## src/rtl/pc_pkg.sv

```systemverilog
// pc_pkg: shared definitions for the program-counter slice.
//   - pc_sel_e : next-PC source select encoding
//   - DEF_INC / DEF_RESET_PC : default sequential increment and reset vector
package pc_pkg;

    localparam logic [31:0] DEF_INC      = 32'd4;
    localparam logic [31:0] DEF_RESET_PC = 32'd0;

    typedef enum logic [2:0] {
        SEL_SEQ,
        SEL_BR,
        SEL_JMP,
        SEL_CALL,
        SEL_RET
    } pc_sel_e;

endpackage

```

## src/rtl/pc_ras.sv

```systemverilog
// pc_ras: circular return-address stack.
//   clk, rst       rising-edge clock, synchronous active-high reset
//   hold           freeze pointer, count, contents and error flag
//   push/pop       push push_data / pop top (pop wins if both)
//   conflict       external request conflict, folded into the sticky error
//   top            entry that the next pop returns
//   empty/full     decoded from the registered count
//   err            sticky: underflow, overflow or conflict seen
module pc_ras #(
    parameter int unsigned ADDR_W    = 32,
    parameter int unsigned RAS_DEPTH = 4
) (
    input  logic              clk,
    input  logic              rst,
    input  logic              hold,
    input  logic              push,
    input  logic              pop,
    input  logic              conflict,
    input  logic [ADDR_W-1:0] push_data,
    output logic [ADDR_W-1:0] top,
    output logic              empty,
    output logic              full,
    output logic              err
);

    localparam int unsigned PTR_W = $clog2(RAS_DEPTH);
    localparam int unsigned CNT_W = PTR_W + 1;

    logic [ADDR_W-1:0] mem [RAS_DEPTH];
    logic [PTR_W-1:0]  ptr;      // next free slot
    logic [PTR_W-1:0]  ptr_dec;  // current top slot
    logic [CNT_W-1:0]  count;

    assign ptr_dec = ptr - PTR_W'(1);
    assign top     = mem[ptr_dec];
    assign empty   = (count == '0);
    assign full    = (count == CNT_W'(RAS_DEPTH));

    // When full, the slot at ptr holds the oldest entry, so a push simply
    // overwrites it while the count saturates.
    always_ff @(posedge clk) begin
        if (!rst && !hold && push && !pop) begin
            mem[ptr] <= push_data;
        end
    end

    always_ff @(posedge clk) begin
        if (rst) begin
            ptr   <= '0;
            count <= '0;
            err   <= 1'b0;
        end else if (!hold) begin
            if (pop) begin
                if (empty) begin
                    err <= 1'b1;
                end else begin
                    ptr   <= ptr_dec;
                    count <= count - CNT_W'(1);
                end
            end else if (push) begin
                ptr <= ptr + PTR_W'(1);
                if (full) begin
                    err <= 1'b1;
                end else begin
                    count <= count + CNT_W'(1);
                end
            end
            if (conflict) begin
                err <= 1'b1;
            end
        end
    end

endmodule

```

## src/rtl/pc_unit.sv

```systemverilog
// pc_unit: program counter register with five-way next-PC select and a
// return-address stack.
//   CLK, RESET     rising-edge clock, synchronous active-high reset
//   STALL          hold PC and RAS, ignore requests
//   BR_TAKEN       branch taken; BR_OFFSET is the sign-extended byte offset
//   JUMP / CALL    go to JUMP_TARGET (CALL also pushes PC+INC)
//   RET            pop and go to the return address
//   PC, PC_PLUS    registered PC and PC+INC
//   RAS_EMPTY/FULL stack occupancy flags
//   RAS_ERR        sticky underflow / overflow / conflict flag
module pc_unit
    import pc_pkg::*;
#(
    parameter int unsigned        ADDR_W    = 32,
    parameter logic [ADDR_W-1:0]  INC       = ADDR_W'(DEF_INC),
    parameter logic [ADDR_W-1:0]  RESET_PC  = ADDR_W'(DEF_RESET_PC),
    parameter int unsigned        RAS_DEPTH = 4
) (
    input  logic              CLK,
    input  logic              RESET,
    input  logic              STALL,
    input  logic              BR_TAKEN,
    input  logic [ADDR_W-1:0] BR_OFFSET,
    input  logic              JUMP,
    input  logic              CALL,
    input  logic              RET,
    input  logic [ADDR_W-1:0] JUMP_TARGET,
    output logic [ADDR_W-1:0] PC,
    output logic [ADDR_W-1:0] PC_PLUS,
    output logic              RAS_EMPTY,
    output logic              RAS_FULL,
    output logic              RAS_ERR
);

    logic [ADDR_W-1:0] pc_q;
    logic [ADDR_W-1:0] pc_next;
    logic [ADDR_W-1:0] br_target;
    logic [ADDR_W-1:0] ras_top;
    pc_sel_e           sel;
    logic              conflict;
    logic              ras_push;
    logic              ras_pop;

    assign PC        = pc_q;
    assign PC_PLUS   = pc_q + INC;
    assign br_target = PC_PLUS + BR_OFFSET;

    // BR_TAKEN alongside a jump-class request is a normal override, not an error.
    assign conflict = !STALL && ((RET && CALL) || (RET && JUMP) || (CALL && JUMP));
    assign ras_push = !STALL && (sel == SEL_CALL);
    assign ras_pop  = !STALL && (sel == SEL_RET);

    always_comb begin
        sel = SEL_SEQ;
        if (RET) begin
            sel = SEL_RET;
        end else if (CALL) begin
            sel = SEL_CALL;
        end else if (JUMP) begin
            sel = SEL_JMP;
        end else if (BR_TAKEN) begin
            sel = SEL_BR;
        end
    end

    always_comb begin
        pc_next = PC_PLUS;
        case (sel)
            SEL_BR:   pc_next = br_target;
            SEL_JMP:  pc_next = JUMP_TARGET;
            SEL_CALL: pc_next = JUMP_TARGET;
            // Underflowing return falls through to the sequential address.
            SEL_RET:  pc_next = RAS_EMPTY ? PC_PLUS : ras_top;
            default:  pc_next = PC_PLUS;
        endcase
    end

    always_ff @(posedge CLK) begin
        if (RESET) begin
            pc_q <= RESET_PC;
        end else if (!STALL) begin
            pc_q <= pc_next;
        end
    end

    pc_ras #(
        .ADDR_W    (ADDR_W),
        .RAS_DEPTH (RAS_DEPTH)
    ) u_ras (
        .clk       (CLK),
        .rst       (RESET),
        .hold      (STALL),
        .push      (ras_push),
        .pop       (ras_pop),
        .conflict  (conflict),
        .push_data (PC_PLUS),
        .top       (ras_top),
        .empty     (RAS_EMPTY),
        .full      (RAS_FULL),
        .err       (RAS_ERR)
    );

endmodule

```

## config.mk

```make
export PLATFORM = sky130hd
export DESIGN_NAME = pc_unit
export DESIGN_NICKNAME = d
export VERILOG_FILES = /design/src/rtl/pc_pkg.sv /design/src/rtl/pc_ras.sv /design/src/rtl/pc_unit.sv
export SDC_FILE = /design/constraint.sdc
export NUM_CORES = 1
export LEC_CHECK = 0
export CAP_MARGIN = 20
export CELL_PAD_IN_SITES_DETAIL_PLACEMENT = 0
export CELL_PAD_IN_SITES_GLOBAL_PLACEMENT = 1
export CORE_MARGIN = 8
export CORE_UTILIZATION = 44
export CTS_BUF_LIST = sky130_fd_sc_hd__clkbuf_16
export CTS_CLUSTER_SIZE = 10
export DETAILED_ROUTE_END_ITERATION = 16
export PLACE_DENSITY_LB_ADDON = 0.08
export REMOVE_ABC_BUFFERS = 1
export SLEW_MARGIN = 20
export SYNTH_ARGS = -nofsm -noshare
export SYNTH_HDL_FRONTEND = slang
export SYNTH_HIERARCHICAL = 1
export SYNTH_SLANG_ARGS = --single-unit
export TNS_END_PERCENT = 10
```

## constraint.sdc

```tcl
create_clock -name CLK -period 4.4 [get_ports CLK]
set_input_delay 0.66 -clock CLK [delete_from_list [all_inputs] [get_ports CLK]]
set_output_delay 0.66 -clock CLK [all_outputs]
set_load 0.1 [all_outputs]
```

After elaboration in Yosys (flattened, before gate mapping)
Memory sizes are Yosys's and may differ from the RTL's.
Index checks and enable logic that the tools add are counted.
- $add $sub $neg: 6
- $mul: 0
- divide/modulo/power cells: 0
- order comparisons: 0
- eq/ne operators: 8
- shifts and indexed selects: 0
- multiplexer cells: 20
- bitwise gates (word level): 1
- reduce and logical (&&, ||, !) cells: 22
- operator list (operator ; count):
    case mux 32 bit (3 select lines) ; 1
    adder 32 x 3 -> 32 bit, second input constant ; 1
    adder 32 bit ; 1
    2-to-1 mux 32 bit ; 1
    2-to-1 mux 3 bit ; 5
    2-to-1 mux 2 bit ; 5
    logical AND 1 bit ; 9
    2-to-1 mux 1 bit ; 8
    AND reduction 4 bit ; 2
    == test 3 x 2 -> 1 bit, second input constant ; 2
    == test 3 bit, second input constant ; 2
    nonzero test 3 bit ; 2
    adder 3 x 1 -> 3 bit, second input constant ; 1
    == test 3 x 1 -> 1 bit, second input constant ; 1
    zero test 1 bit ; 3
    zero test 3 bit ; 1
    inequality test 3 bit, second input constant ; 1
    AND reduction 3 bit ; 1
    subtractor 3 x 1 -> 3 bit, second input constant ; 1
    adder 2 x 1 -> 2 bit, second input constant ; 1
    logical OR 1 bit ; 2
    inequality test 2 x 1 -> 1 bit, second input constant ; 1
    inequality test 2 bit, second input constant ; 1
    nonzero test 2 bit ; 1
    3 further kinds ; 3
- bits in registers: 38
- latch bits: 0
- memory bits (writable): 128
- memory bits (read-only): 0
- input port bits: 71
- output and inout bits: 67
- word-level logic and storage cells: 62
- memories: 1
- memories (name ; words ; width ; rd ports ; clocked after Yosys merged registers in ; write ports ; line ; text):
    u_ras.mem ; 4 ; 32 ; 1 ; 0 ; 1 ; pc_ras.sv:29 ; logic [ADDR_W-1:0] mem [RAS_DEPTH];

Depth between registers and ports, before layout
- word-level depth: 10
- depth in mapped cells: 17
- depth with buffers taken out: 15

Cells and area by module
Netlist, hierarchy kept.
- by module, submodules not included (module ; instances ; cells each ; area each (um^2)):
    pc_ras ; 1 ; 224 ; 5106.1
    pc_unit ; 1 ; 532 ; 4135.2

Worst setup path after synthesis
OpenSTA, ideal clock, no wires.
- path type: flip-flop to flip-flop
- start point: reg pc_q[8] (netlist: PC[8])
- end point: reg pc_q[30] (netlist: PC[30])
- setup time: 0.101 ns
- arrival: 5.774 ns
- slack: -1.475 ns
- stages on the path, launching flop included: 16
- buffers on the path: 0
- clock period less this slack: 5.875 ns
- cell sequence: dfxtp_1 -> and4_4 -> nand4_4 -> nor3b_4 -> and3_2 -> xor2_1 -> ha_1 -> and4_1 -> and3_1 -> o221ai_1 -> nand3_1 -> a21oi_2 -> nor3_1 -> a2111oi_1 -> xor2_1 -> o41ai_1
- cells in the longest elaborated chain, start to end: 3
- elaborated cells between the ends (all ways): 4
- classes of those cells: 2 x add/sub; 2 x mux
- RTL lines (item ; line ; text):
    start: declaration ; pc_unit.sv:35 ; logic [ADDR_W-1:0] pc_q;
    start signal: assignment ; pc_unit.sv:82 ; pc_q <= pc_next;
    adder 32 x 3 -> 32 bit ; pc_unit.sv:45 ; assign PC_PLUS = pc_q + INC;
    named net PC_PLUS[18] ; pc_unit.sv:29 ; output logic [ADDR_W-1:0] PC_PLUS,
    adder 32 bit ; pc_unit.sv:46 ; assign br_target = PC_PLUS + BR_OFFSET;
    case mux 32 bit (3 select lines) ; pc_unit.sv:68 ; case (sel)
The timed path passes the listed nets, and every way through them passes these cells.
A chain may end at the register's enable or synchronous reset.

Worst setup path after layout
- start point: reg pc_q[4] (netlist: PC[4])
- end point: reg pc_q[30] (netlist: PC[30])
- cells in the longest elaborated chain, start to end: 3
- elaborated cells between the ends (all ways): 4
- classes of those cells: 2 x add/sub; 2 x mux
- RTL lines (item ; line):
    adder 32 x 3 -> 32 bit (*) ; pc_unit.sv:45
    adder 32 bit or 2-to-1 mux 32 bit (tied branches) ; pc_unit.sv:46, pc_unit.sv:73
    case mux 32 bit (3 select lines) (*) ; pc_unit.sv:68
Every way passes the cells marked *; elsewhere a longest branch is shown, timed or not.

==> results.toml <==
[outcome]
run_status = "completed"

[setup_path]
reg2reg_depth = 15
arrival_ps = 4430
path_max_fanout = 7
worstSetupPathType = "flop to flop"
critPathRequiredTime_ps = 4730
critPathLaunchType = "flop"
end_kind = "flop"

[cts]
cts.path.max_buffers = 2
clock_latency_ps = 430
postCtsSetupRepairBufs = 0
cts_tree = "done"
htree_levels = 4
cts_buffers = 17
clock-root-buffer = "clkbuf_16"
cts.sinks = 166
clk_pin_slew_ps = 70

[sta]
slew_headroom = 0.305
setup-tns-final_ps = 0
rsz0062_at_grt = "no"
worst_hold_slack_ps = 488
setup_viol = 0
clock_skew_ps = 12.1
min_period_ps = 4100
finalCritPeriodShare = 0.932
setup_slack_ps = 300
worst_pin_slew_ps = 1040
drv_slew = 0
fmax_ghz = 0.244
final_hold_viol_count = 0

[detailed_routing]
num_vias = 7027
drc = 0
ant_nets = 0
wire_per_inst_um = 23.1
wl_um = 27600
drt_pre_antenna_iters = 5
viasPerCell = 5.87
drt_first_iter_violations = 396

[global_route]
grt_max_degree = 37
grt_pass1_vias = 7468
grt_pass1_wl_um = 43200
antenna_found_initial = 0
gr-total-overflow = 0
grt_usage = 0.215

[finish]
antenna_cells = 0
layout_commonest_cell = "edfxtp_1"
area_growth_pct = 24.9
drive_gt1_frac = 0.173
final_nets = 1024
fin_cells = 1198
finish.utilization = 0.554
final_cell_mix = "edfxtp_1, clkdlybuf4s50_1, buf_4, a21oi_1, nand2_1"
post-route-cell-area_sq_mm = 0.0115

[floorplan]
die_x_um = 161
coreArea_sq_mm = 0.0208
die_h_um = 161
std_cell_rows = 53
dieArea_sq_mm = 0.0259
io_pins = 138
start_util = 0.444

[placement]
placed_cells = 1167
dpl_cell_area_sq_mm = 0.0110
post-place-ws_ps = 375
dp_hpwl_um = 20000
portBuffers = 137
gp_congestion = 0.890

[power]
power.leakage_nw = 4.22
peakVddDrop_v = 0.000306
totalPowerFinal_mw = 4.38
power.density_mw_per_mm2 = 380

[logic_synthesis]
ys.warnings.count = 6
ys_types = 81
synth-edff-count = 128
synth_top_area_cell = "edfxtp_1"
synth.top_cells.by_area = "edfxtp_1, dfxtp_1, mux4_2"
syn_inst = 756
synth_top_area_share = 0.416
async_reset_ff_frac = 0
yosys_most_used_dff = "edfxtp_1"
synth-seq-area-share = 0.498
synth_area_sq_mm = 0.00924
synth.avg_cell_area_sq_um = 12.2
ys_ff_latch = 166

[flow_run]
max_cap_violations = 0

[worst_hold_path]
hold_depth = 2
hold_path_class = "flop to flop"
where the power goes:
part	switching (mW)	leakage (nW)	total (mW)	internal, mW
combinational	0.798	2.47	1.19	0.388
clock	0.644	0.263	1.42	0.780
sequential	0.0454	1.48	1.77	1.73
total	1.49	4.22	4.38	2.90
cell usage after synthesis (6+ instances only):
cell type	number
nor2b_1	6
o21bai_1	6
xor2_1	17
nand2_1	42
xnor2_1	37
inv_1	21
o21ai_0	31
a221oi_1	29
a211oi_1	7
a21oi_1	43
nand3_1	16
a221o_1	17
nand4_1	8
buf_2	7
nor2_1	42
ha_1	40
nor3_1	17
dfxtp_1	38
a31oi_1	8
and3_1	10
edfxtp_1	128
a21o_1	18
buf_4	13
mux4_2	32
clkbuf_1	16
worst max-delay path, cell delays in order (launching register included):
cell,delay (ps)
dfxtp_1,450
and3_1,220
and3_1,360
nor3b_4,340
and3_2,240
xor2_1,210
ha_1,320
and4_1,260
and3_1,190
o221ai_1,60
nand3_1,220
a21oi_2,270
nor3_1,70
a2111oi_1,410
xor2_1,130
o41ai_1,240
layer usage:
| layer | GRT usage | wire length [um] |
|---|---|---|
| met5 | 0 | 0 |
| met3 | 0.0489 | 1780 |
| met1 | 0.276 | 12000 |
| met2 | 0.366 | 13600 |
| met4 | 0.0467 | 278 |
registers in the layout (all words and copies together), names as in the netlist:
signal and flops:
u_ras/err 1, u_ras/ptr 2, u_ras/count 3, u_ras/mem 128, PC 32
final timing paths:
check | startpoint | slack [ps] | to
worst max-delay path | PC[4] | 300 | PC[30]
worst min-delay path | u_ras/err | 490 | u_ras/err
worst max register to register | PC[4] | 300 | PC[30]
worst min register to register | u_ras/err | 490 | u_ras/err
cell type report:
| class | count | area, sq um |
|---|---|---|
| Timing Repair Buffer | 178 | 1630 |
| Sequential cell | 166 | 4610 |
| Inverter | 22 | 82.6 |
| Fill cell | 1789 | 9280 |
| Clock inverter | 14 | 128 |
| Tap cell | 275 | 344 |
| Multi-Input combinational cell | 526 | 4330 |
| Clock buffer | 17 | 425 |
logic make-up after synthesis:
group,count (synthesis),share of synthesized area
AOI/OAI and AO/OA,206,0.161
xor gates and xnor gates,55,0.0529
adders and majority gates,42,0.0585
and+or+nand+nor,187,0.111
DFF,166,0.498
buffers and inverters,64,0.0351
muxes,36,0.0830
what timing repair did:
action,in CTS,in global routing
gates resized for setup,0,1
setup endpoints to repair,0,1
hold buffers,0,0
Power figures use the tool's default switching activity.
